**config.mk**
```make
export PLATFORM = sky130hd
export DESIGN_NAME = irq_tx
export DESIGN_NICKNAME = d
export VERILOG_FILES = /design/src/rtl/irq_pkg.sv /design/src/rtl/irq_fifo.sv /design/src/rtl/irq_tx.sv
export SDC_FILE = /design/constraint.sdc
export NUM_CORES = 1
export LEC_CHECK = 0
export ABC_CLOCK_PERIOD_IN_PS = 2100
export CAP_MARGIN = 20
export CORE_MARGIN = 2
export CORE_UTILIZATION = 30
export CTS_CLUSTER_SIZE = 14
export DETAILED_ROUTE_END_ITERATION = 10
export HOLD_SLACK_MARGIN = 0.06
export PLACE_DENSITY = 0.55
export SYNTH_ARGS = -nofsm -noshare
export SYNTH_HDL_FRONTEND = slang
export SYNTH_SLANG_ARGS = --single-unit
```
**constraint.sdc**
```tcl
create_clock -name __clk -period 2.1 [get_ports __clk]
set_input_delay 0.42 -clock __clk [delete_from_list [all_inputs] [get_ports __clk]]
set_output_delay 0.42 -clock __clk [all_outputs]
set_load 0.01 [all_outputs]
```
**src/rtl/irq_pkg.sv**
```systemverilog
// irq_pkg: state encoding and interrupt word layout shared by irq_tx and its queue.
// Words are stored MSB-first ([0:15]) to match the system bus bit numbering.
package irq_pkg;
   typedef enum logic [2:0] {S_IDLE, S_ARB, S_STROBE, S_RELEASE, S_BACKOFF} state_t;
   typedef logic [0:15] irq_word_t;
   localparam int IRQ_CPU_BIT  = 15;
   localparam int IRQ_PRIO_BIT = 0;
   localparam int IRQ_CHAN_LSB = 11;
   function automatic irq_word_t irq_word(input logic cpu, input logic lo, input logic [3:0] chan);
      irq_word_t w;
      w = '0;
      if (cpu) begin
         w[IRQ_CPU_BIT]  = 1'b1;
         w[IRQ_PRIO_BIT] = lo;
      end else
         w[IRQ_CHAN_LSB +: 4] = chan;
      return w;
   endfunction
endpackage

```
**src/rtl/irq_fifo.sv**
```systemverilog
// irq_fifo: circular queue of pending interrupt words; caller never pushes
// into a full queue unless it pops in the same clock.
import irq_pkg::*;
module irq_fifo #(
   parameter int DEPTH = 4
) (
   input  logic      clk,
   input  logic      rst,
   input  logic      push,
   input  logic      pop,
   input  irq_word_t din,
   output irq_word_t head,
   output logic      full,
   output logic      empty
);
   localparam int AW = $clog2(DEPTH);
   localparam int CW = $clog2(DEPTH + 1);
   irq_word_t mem_q [DEPTH];
   logic [AW-1:0] wr_q, wr_d, rd_q, rd_d;
   logic [CW-1:0] cnt_q, cnt_d;
   always_comb begin
      wr_d  = push ? wr_q + AW'(1) : wr_q;
      rd_d  = pop ? rd_q + AW'(1) : rd_q;
      cnt_d = cnt_q + CW'(push) - CW'(pop);
   end
   always_ff @(posedge clk) begin
      if (rst) begin
         wr_q  <= '0;
         rd_q  <= '0;
         cnt_q <= '0;
      end else begin
         wr_q  <= wr_d;
         rd_q  <= rd_d;
         cnt_q <= cnt_d;
      end
   end
   always_ff @(posedge clk) begin
      if (push) mem_q[wr_q] <= din;
   end
   assign head  = mem_q[rd_q];
   assign full  = cnt_q == CW'(DEPTH);
   assign empty = cnt_q == '0;
endmodule

```
**src/rtl/irq_tx.sv**
```systemverilog
// irq_tx: queues interrupt words and delivers the head word on the system bus,
// strobing rin until dok, backing off and retrying on timeout.
import irq_pkg::*;
module irq_tx #(
   parameter int DEPTH       = 4,
   parameter int DOK_TIMEOUT = 16,
   parameter int RETRY_TICKS = 32,
   parameter int MAX_RETRY   = 0
) (
   input  logic        __clk,
   input  logic        clm,
   input  logic        req,
   input  logic        req_cpu,
   input  logic        req_lo,
   input  logic [3:0]  req_chan,
   output logic        full,
   output logic        pending,
   output logic        overflow,
   output logic        bus_req,
   input  logic        bus_grant,
   output logic        rin,
   output logic [0:15] dout,
   input  logic        dok,
   output logic        done,
   output logic        drop
);
   localparam int TW = $clog2(DOK_TIMEOUT);
   localparam int BW = $clog2(RETRY_TICKS + 1);
   localparam int RW = $clog2(MAX_RETRY + 2);
   state_t state_q, state_d;
   logic [TW-1:0] tcnt_q, tcnt_d;
   logic [BW-1:0] bcnt_q, bcnt_d;
   logic [RW-1:0] retry_q, retry_d;
   logic rin_q, rin_d, bus_req_q, bus_req_d, done_q, done_d, drop_q, drop_d, overflow_q, overflow_d;
   irq_word_t dout_q, dout_d, head;
   logic fifo_full, fifo_empty, push, pop, timeout, give_up, released;
   // a pop frees a slot in the same clock, so a request then is never an overflow
   assign pop  = released || give_up;
   assign push = req && (!fifo_full || pop);
   irq_fifo #(.DEPTH(DEPTH)) u_fifo (
      .clk   (__clk),
      .rst   (clm),
      .push  (push),
      .pop   (pop),
      .din   (irq_word(req_cpu, req_lo, req_chan)),
      .head  (head),
      .full  (fifo_full),
      .empty (fifo_empty)
   );
   always_ff @(posedge __clk) begin
      if (clm) begin
         state_q    <= S_IDLE;
         tcnt_q     <= '0;
         bcnt_q     <= '0;
         retry_q    <= '0;
         rin_q      <= 1'b0;
         bus_req_q  <= 1'b0;
         dout_q     <= '0;
         done_q     <= 1'b0;
         drop_q     <= 1'b0;
         overflow_q <= 1'b0;
      end else begin
         state_q    <= state_d;
         tcnt_q     <= tcnt_d;
         bcnt_q     <= bcnt_d;
         retry_q    <= retry_d;
         rin_q      <= rin_d;
         bus_req_q  <= bus_req_d;
         dout_q     <= dout_d;
         done_q     <= done_d;
         drop_q     <= drop_d;
         overflow_q <= overflow_d;
      end
   end
   always_comb begin
      timeout  = state_q == S_STROBE && !dok && tcnt_q == TW'(DOK_TIMEOUT - 1);
      give_up  = timeout && MAX_RETRY != 0 && retry_q + RW'(1) == RW'(MAX_RETRY);
      released = state_q == S_RELEASE && !dok;
      state_d  = state_q;
      tcnt_d   = '0;
      bcnt_d   = '0;
      retry_d  = retry_q;
      case (state_q)
         S_IDLE:    state_d = fifo_empty ? S_IDLE : S_ARB;
         S_ARB:     state_d = bus_grant ? S_STROBE : S_ARB;
         S_STROBE: begin
            tcnt_d = tcnt_q + TW'(1);
            if (dok) begin
               state_d = S_RELEASE;
               retry_d = '0;
            end else if (timeout) begin
               state_d = give_up ? S_IDLE : S_BACKOFF;
               retry_d = (give_up || MAX_RETRY == 0) ? '0 : retry_q + RW'(1);
            end
         end
         S_RELEASE: state_d = dok ? S_RELEASE : S_IDLE;
         S_BACKOFF: begin
            bcnt_d  = bcnt_q + BW'(1);
            state_d = bcnt_q == BW'(RETRY_TICKS - 1) ? S_ARB : S_BACKOFF;
         end
         default:   state_d = S_IDLE;
      endcase
   end
   always_comb begin
      rin_d      = state_d == S_STROBE;
      bus_req_d  = state_d == S_ARB || state_d == S_STROBE;
      dout_d     = rin_d ? head : '0;
      done_d     = released;
      drop_d     = give_up;
      overflow_d = req && fifo_full && !pop;
   end
   assign full     = fifo_full;
   assign pending  = !fifo_empty;
   assign overflow = overflow_q;
   assign bus_req  = bus_req_q;
   assign rin      = rin_q;
   assign dout     = dout_q;
   assign done     = done_q;
   assign drop     = drop_q;
endmodule

```
# After elaboration in Yosys (flattened, before gate mapping)
# Memory sizes are Yosys's and may differ from the RTL's. A register that Yosys moved wholly into a read port is not among the register bits.
# Cells that the tools add are included.
# Widths: inputs -> output; s select.
# op_classes
muxes	12
n_addsub	6
n_bitwise	3
eq_ne	9
reduce_logical	17
# op_table
op	n
$pmux 3 s5	1
$eq 3x2->1 const B	3
$mux 3	3
$add 6x1->6 const B	1
$eq 3x1->1 const B	2
$eq 3x3->1 const B	2
$eq 6x5->1 const B	1
$logic_and 1x1->1	6
$logic_not 3->1	2
$reduce_or 2->1	3
$mux 1	5
$add 2x1->2 const B	2
$add 4x1->4 const B	1
$eq 4x4->1 const B	1
$logic_not 1->1	4
$mux 2	2
$mux 4	1
$add 3x1->3	1
$not 1->1	3
$sub 3x1->3	1
$logic_or 1x1->1	2
# word_totals
word_cells	59
in_bits	11
mem_bits_rw	24
mem_count	1
output_inout_bits	23
reg_bits	40
# memory_table
memory	words	word_bits	read_ports	rd_ports_with_merged_regs	wr	line_no	text
u_fifo.mem_q	4	6	1	1	1	irq_fifo.sv:18	irq_word_t mem_q [DEPTH];

# Depth between registers and ports, before layout
# depth
ltp_word	9
depth_mapped	11
ltp_nobuf	10

# Cells and area by module
# From an unflattened synthesis, not the netlist that was laid out.
# unflattened
cells_unflattened	244
area_unflattened_um2	4053.9
# modules_own_cells
mod	area_each_um2	seq_area_each_um2	instances	cells_per_inst
irq_fifo	2785.2	2102.0	1	126
irq_tx	1268.7	660.6	1	118

# Worst setup path before layout
# No wires, ideal clock.
# synth_timing
path_kind	register to register
from	register state_q[2]
to	register u_fifo.cnt_q[2]
slack_ps	-52
arrival_time_ps	2038
path_buffers	1
period_less_slack_ps	2152
required_time_ps	1985
setup_ps	115
path_stages_with_launch	10
cell_sequence	dfxtp_1 -> buf_4 -> nand4bb_1 -> a21boi_1 -> ha_1 -> inv_1 -> fa_1 -> xor2_1 -> xnor2_1 -> nor2_1
# synth_between
elab_chain_len	6
# synth_lines
item	line_no	text
from (decl)	irq_tx.sv:30	state_t state_q, state_d;
from (signal assigned)	irq_tx.sv:63	state_q <= state_d;
$eq 3x2->1	irq_tx.sv:78	released = state_q == S_RELEASE && !dok;
$logic_and 1x1->1	irq_tx.sv:78	
$logic_or 1x1->1	irq_tx.sv:39	assign push = req && (!fifo_full || pop);
$logic_and 1x1->1	irq_tx.sv:39	
named net push	irq_tx.sv:36	logic fifo_full, fifo_empty, push, pop, timeout, give_up, released;
$add 3x1->3	irq_fifo.sv:24	cnt_d = cnt_q + CW'(push) - CW'(pop);
$sub 3x1->3	irq_fifo.sv:24	
to (signal assigned)	irq_fifo.sv:34	cnt_q <= cnt_d;
to (decl)	irq_fifo.sv:20	logic [CW-1:0] cnt_q, cnt_d;
# The timed path passes the listed nets, and every way through them passes these cells.
# A chain may end at the register's enable or synchronous reset.

# Final worst setup path
# layout_timing
from	register u_fifo.cnt_q[2]
to	output full
# layout_between
elab_chain_len	1
# layout_lines
item	line_no	text
$eq 3x3->1	irq_fifo.sv:41	assign full = cnt_q == CW'(DEPTH);
to (decl)	irq_tx.sv:16	output logic full,
# Every way passes these cells.

==> summary.txt <==
Outcome -> completed
Antenna violations before repair -> 0
EDFF count, synth -> 24
Share of cells above drive strength 1 -> 21.0%
Top_reg_cell synth -> dfxtp_1
DRT Pass-1 Iters -> 4
Slew Viols, Final -> 0
Clk sinks -> 54
Final setup violation count -> 0
Worst Hold Class -> reg -> reg
Crit path capture type -> output pin
GRT Total Usage -> 9.45%
Largest net degree at the start of global routing -> 17
Vias in the first global route -> 1247
Post-Synthesis Mean Instance Area -> 12.8 sq um
Asr flop ratio synth -> 0%
Num CTS Buffers -> 5
Die Span Y -> 90.6 um
Relative slew slack -> 66.5%
Peak supply drop -> 336 uV
TritonCTS clock tree -> built
Initial core utilization -> 31.0%
Peak Freq -> 0.501 GHz
Root buf cell -> clkbuf_8
CP arrival -> 1.58 ns
Postcts setup bufs -> 0
Longest Clk Path Bufs -> 2
IO buf count -> 22
Setup_tns -> 0 ns
Critical path startpoint category -> register
Post-Syn Area -> 0.00225 sq mm
P&R area growth vs syn -> 27.7%
Max layer used -> met4
Hold buffers post-CTS -> 0
# rows -> 31
WS Path Type -> reg -> out
Diode count -> 0
Distinct cell type count after synthesis -> 43
WP data required -> 1.68 ns
Met2 WL -> 1.72 mm
Via-per-instance ratio -> 4.13
Routed wl met3 -> 129 um
Crit path largest cell delay -> 0.52 ns
Yosys warnings -> 0
CTS H-tree depth -> 2
Fin util -> 39.6%
Pwr/cell area -> 1010 mW/mm^2
Die width -> 90.6 um
Final Hold Viols -> 0
Hold depth -> 1
Worst Clk Skew -> 0.00736 ns
Routed WL per cell -> 11.2 um
Max FO, Critical Path -> 3
Syn Inst Count -> 176
RSZ-0062 raised after global routing -> false
Drt initial violations -> 34
Fin nets -> 238
Max Cap Viol -> 0
M1 wire length -> 1.61 mm
DP HPWL -> 2.65 mm
Ports -> 34
DR vias -> 1314
Global route overflow -> 0
Fin crit period -> 2.00 ns
First-pass GRT wire length -> 6.04 mm
Worst Tran Pin Value -> 0.501 ns
Slowest CP cell -> clkdlybuf4s50_1
Synth Register Bits -> 54
R2R cell count -> 10
Clock transition at the registers of the reported paths -> 0.09 ns
ANT nets after route -> 0
Leakage power -> 1.09 nW
Period utilization -> 95.1%
Die area -> 0.00820 sq mm
Placer Congestion -> 0.692
Clk Latency, worst-skew pair -> 0.30 ns
Placeable Area -> 0.00725 sq mm
Seq/Total Area, Yosys -> 58.8%
Remaining DRCs -> 0
Crit path cell chain -> nor3b_4, buf_4, clkdlybuf4s50_1
Post-Route WL -> 3.55 mm
[layout by cell type (no fill, tap or decap), types with 6 or more instances in the layout]
master | Yosys | routed
clkbuf_8 | 1 | 6
clkdlybuf4s50_1 | 0 | 21
mux4_2 | 6 | 6
and3_1 | 6 | 6
dfxtp_1 | 30 | 30
xnor2_1 | 6 | 6
edfxtp_1 | 24 | 24
inv_1 | 8 | 7
buf_4 | 12 | 16
nor2_1 | 21 | 21
ha_1 | 8 | 8
conb_1 | 1 | 11
[sequential cells by signal, summed over array words and instances (netlist names)]
| register | cells |
|---|---|
| u_fifo.rd_q | 2 |
| u_fifo.cnt_q | 3 |
| state_q | 3 |
| tcnt_q | 4 |
| u_fifo.wr_q | 2 |
| bus_req | 1 |
| bcnt_q | 6 |
| dout | 6 |
| u_fifo.mem_q | 24 |
| overflow | 1 |
| rin | 1 |
| done | 1 |
[through the flow]
step / instances / total power [W] / cell area, sq um / setup slack [ns] / hold slack [ns]
6_report: 318 / 0.00290 / 2870 / 0.102 / 0.458
5_1_grt: 318 / 0.00308 / 2870 / 0.0107 / 0.467
4_1_cts: 318 / 0.00294 / 2860 / 0.0617 / 0.461
3_5_place_dp: 310 / 0.00210 / 2720 / -0.462 / 0.446
3_3_place_gp: 310 / 0.00209 / 2720 / -0.404 / 0.433
2_1_floorplan: 186 / 0.00175 / 2310 / 0.0460 / 0.418
[kinds of logic (layout without fill, tap and decap cells)]
| logic type | after synthesis | after routing | share of synthesized area, % |
|---|---|---|---|
| AND/OR/NAND/NOR | 63 | 63 | 16.1 |
| other | 1 | 11 | 0.167 |
| adder cells (fa/ha/maj) | 9 | 9 | 5.34 |
| flip-flops | 54 | 54 | 58.8 |
| XOR/XNOR | 11 | 11 | 4.28 |
| buffers and inverters | 24 | 57 | 6.46 |
| AO/OA/AOI/OAI | 7 | 7 | 2.45 |
| multiplexers | 7 | 7 | 6.46 |
[path summary, 6_finish.rpt]
path                              start                         end  slack, ns
max          u_fifo.cnt_q[2]$_SDFF_PP0_                        full       0.10
min                tcnt_q[0]$_SDFF_PP0_        tcnt_q[0]$_SDFF_PP0_       0.46
max reg2reg       state_q[0]$_SDFF_PP0_  u_fifo.cnt_q[2]$_SDFF_PP0_       0.19
min reg2reg        tcnt_q[0]$_SDFF_PP0_        tcnt_q[0]$_SDFF_PP0_       0.46
[power by group]
part	leakage, nW	internal, W	total [W]	switching (W)
sequential	0.467	0.00124	0.00131	0.0000753
combinational	0.551	0.000433	0.000757	0.000324
clock	0.0714	0.000508	0.000832	0.000324
[area by class of cell]
| type | instances | area [sq um] |
|---|---|---|
| Clock buffer | 6 | 82.6 |
| Clock inverter | 2 | 60.1 |
| Fill cell | 712 | 4380 |
| Inverter | 8 | 30.0 |
| Multi-Input combinational cell | 108 | 853 |
| Sequential cell | 54 | 1320 |
| Tap cell | 99 | 124 |
| Timing Repair Buffer | 41 | 399 |
[cells in the mapped netlist (4+ instances only)]
| cell | number | area (sq um) |
|---|---|---|
| nand3_1 | 4 | 20.0 |
| mux4_2 | 6 | 135 |
| dfxtp_1 | 30 | 601 |
| nand2_1 | 4 | 15.0 |
| xor2_1 | 5 | 43.8 |
| nor2b_1 | 5 | 31.3 |
| ha_1 | 8 | 100 |
| and3_1 | 6 | 37.5 |
| nor2_1 | 21 | 78.8 |
| buf_4 | 12 | 90.1 |
| xnor2_1 | 6 | 52.6 |
| and2_1 | 5 | 31.3 |
| inv_1 | 8 | 30.0 |
| edfxtp_1 | 24 | 721 |
[layer usage]
| metal | track usage (%) | vias to the layer above |
|---|---|---|
| li1 | - | 671 |
| met1 | 11.5 | 614 |
| met2 | 15.3 | 23 |
| met3 | 2.50 | 6 |
| met4 | 5.00 | 0 |
| met5 | 0 | - |
[what timing repair did]
item	in CTS	in global routing
pin swaps	1	0
setup endpoints to repair	2	1
resized for setup	3	1
[worst max-delay path: cells and delay by family, from the launching register on]
| family | cells | cell delay (ns) |
|---|---|---|
| and+or+nand+nor | 1 | 0.24 |
| buffers and inverters | 2 | 0.66 |
| DFF | 1 | 0.38 |
No activity file was read; power rests on OpenSTA's default activity.
==> variant, RTL diff (same settings) <==
Re-encode `state_t` (5 states) as one-hot, 5 bits wide.
--- a/src/rtl/irq_pkg.sv
+++ b/src/rtl/irq_pkg.sv
@@ -2,5 +2,5 @@
 // Words are stored MSB-first ([0:15]) to match the system bus bit numbering.
 package irq_pkg;
-   typedef enum logic [2:0] {S_IDLE, S_ARB, S_STROBE, S_RELEASE, S_BACKOFF} state_t;
+   typedef enum logic [4:0] {S_IDLE = 5'b00001, S_ARB = 5'b00010, S_STROBE = 5'b00100, S_RELEASE = 5'b01000, S_BACKOFF = 5'b10000} state_t;
    typedef logic [0:15] irq_word_t;
    localparam int IRQ_CPU_BIT  = 15;
Behaviour: same outputs for any inputs over 10 cycles, from zero or initial values; not proved beyond that.
==> variant against the original RTL <==
  * Via count increased by 11%
  * Global-route usage is 0.65 points higher
  * Synthesized cell count is 14% higher
  * Die area increased by 6.4%
  * Setup slack better by 0.0014 ns
  * Sequential cell count rose by 2
  * Wire length increased by 14%
  * Area after synthesis grew 6.7%
  * Design area is 3.9% higher
  * Total power is 16% lower
  * Critical path depth is 9 higher
  * Critical endpoint is now u_fifo.cnt_q[2]$_SDFF_PP0_
==> variant: results (changes against the original RTL) <==
\begin{tabular}{lr}
\hline
Metric & Value \\
\hline
\multicolumn{2}{l}{\textbf{Status}} \\
\quad Run status & completed \\
\multicolumn{2}{l}{\textbf{Synth}} \\
\quad Synthesized instance count & 200 (+14\%) \\
\quad Register area share after synthesis & 56.7\% (-2.0 points) \\
\quad Cells taking the most area after synthesis & sky130\_fd\_sc\_hd\_\_edfxtp\_1, sky130\_fd\_sc\_hd\_\_dfxtp\_1, sky130\_fd\_sc\_hd\_\_mux4\_2 \\
\quad Most common library cells after synthesis & sky130\_fd\_sc\_hd\_\_dfxtp\_1, sky130\_fd\_sc\_hd\_\_edfxtp\_1, sky130\_fd\_sc\_hd\_\_nor2\_1 \\
\multicolumn{2}{l}{\textbf{Clocking}} \\
\quad Clk pin slew, worst setup/hold paths & 0.11 ns (+0.02 ns) \\
\quad Cells resized by post-CTS repair & 1 (-2) \\
\quad Post-CTS Setup Inserts & 2 (+2) \\
\multicolumn{2}{l}{\textbf{Layout}} \\
\quad Layout Nets & 265 (+11\%) \\
\quad Fillers & 765 (+7.4\%) \\
\quad Final Non-Filler Cells & 348 (+9.4\%) \\
\multicolumn{2}{l}{\textbf{Global routing}} \\
\quad Largest net degree at the start of global routing & 20 (+3) \\
\quad Global-route total usage across every layer & 10.1\% (+0.65 points) \\
\quad Wire length of the first global-routing pass & 6.79 mm (+12\%) \\
\quad Via count of the first global-routing pass & 1,458 (+17\%) \\
\multicolumn{2}{l}{\textbf{STA}} \\
\quad Final clock period utilization by the worst path & 95.1\% (about the same) \\
\quad Slew at the pin closest to its max-slew limit & 0.523 ns (+0.0218 ns) \\
\quad Tightest hold margin & 0.454 ns (-0.00417 ns) \\
\multicolumn{2}{l}{\textbf{Route}} \\
\quad Final routed wire length divided by cell count & 11.6 µm (+4.0\%) \\
\quad Vias per Instance & 4.18 (+1.3\%) \\
\multicolumn{2}{l}{\textbf{Worst setup path}} \\
\quad Logic depth of the worst register-to-register path & 11 (+1) \\
\quad Reg2Reg Launch Point & state\_q[3]\$\_SDFF\_PP0\_ \\
\quad Worst setup startpoint & dok \\
\quad Crit path DAT & 2.21 ns (+0.63 ns) \\
\quad Crit-path max FO & 2 (-1) \\
\quad Register-to-register setup slack & 0.14 ns (-0.05 ns) \\
\multicolumn{2}{l}{\textbf{Placement}} \\
\quad Placed wire-length estimate after detailed placement & 2.93 mm (+11\%) \\
\quad Final RePlAce weighted congestion & 0.775 (+12\%) \\
\multicolumn{2}{l}{\textbf{Power and ir drop}} \\
\quad Leakage & 0.00113 µW (+3.7\%) \\
\hline
\end{tabular}
variant: worst max-delay path, cell delays in order:
cell and delay (ns):
sky130_fd_sc_hd__dlygate4sd2_1 0.26, sky130_fd_sc_hd__nor2_1 0.16, sky130_fd_sc_hd__nand3_2 0.11, sky130_fd_sc_hd__inv_2 0.07
sky130_fd_sc_hd__ha_1 0.22, sky130_fd_sc_hd__inv_1 0.06, sky130_fd_sc_hd__ha_1 0.13, sky130_fd_sc_hd__inv_1 0.05
sky130_fd_sc_hd__fa_1 0.37, sky130_fd_sc_hd__xor2_1 0.18, sky130_fd_sc_hd__xnor2_1 0.13, sky130_fd_sc_hd__nor2_1 0.05
variant: logic make-up after synthesis:
group	after synthesis	synth area share, %
xor+xnor	12	4.38
flops	56	56.7
other cells	1	0.156
compound gates	10	3.39
fa+ha+maj	9	5.01
buf+inv	29	6.26
mux	8	6.52
simple gates	75	17.6
variant: layer usage:
layer | vias up | global-route usage, % | routed length, µm
li1 | 758 | - | -
met1 | 666 | 13.7 | 2030
met2 | 27 | 15.4 | 1800
met3 | 5 | 2.58 | 138
met4 | 0 | 4.04 | 69
met5 | - | 0 | 0
variant: where the power goes:
group	internal (µW)	switching, µW
combinational	290	252
sequential	1230	44.6
clock	244	378
total	1770	674
variant: through the flow:
step	cell area, µm²	TNS [ns]
finish	2980	0
global route	2980	-0.0127
CTS	2960	0
detailed placement	2850	-6.10
global placement	2850	-6.50
floorplan	2440	0
variant: area by class of cell:
| cell class | count | area, µm² | area share (%) |
|---|---|---|---|
| clock buffer | 5 | 68.8 | 2.31 |
| clock inverter | 3 | 26.3 | 0.881 |
| inverter | 13 | 48.8 | 1.64 |
| multi-input combinational | 125 | 950 | 31.9 |
| sequential | 56 | 1360 | 45.7 |
| tap | 102 | 128 | 4.28 |
| timing repair buffer | 44 | 399 | 13.4 |
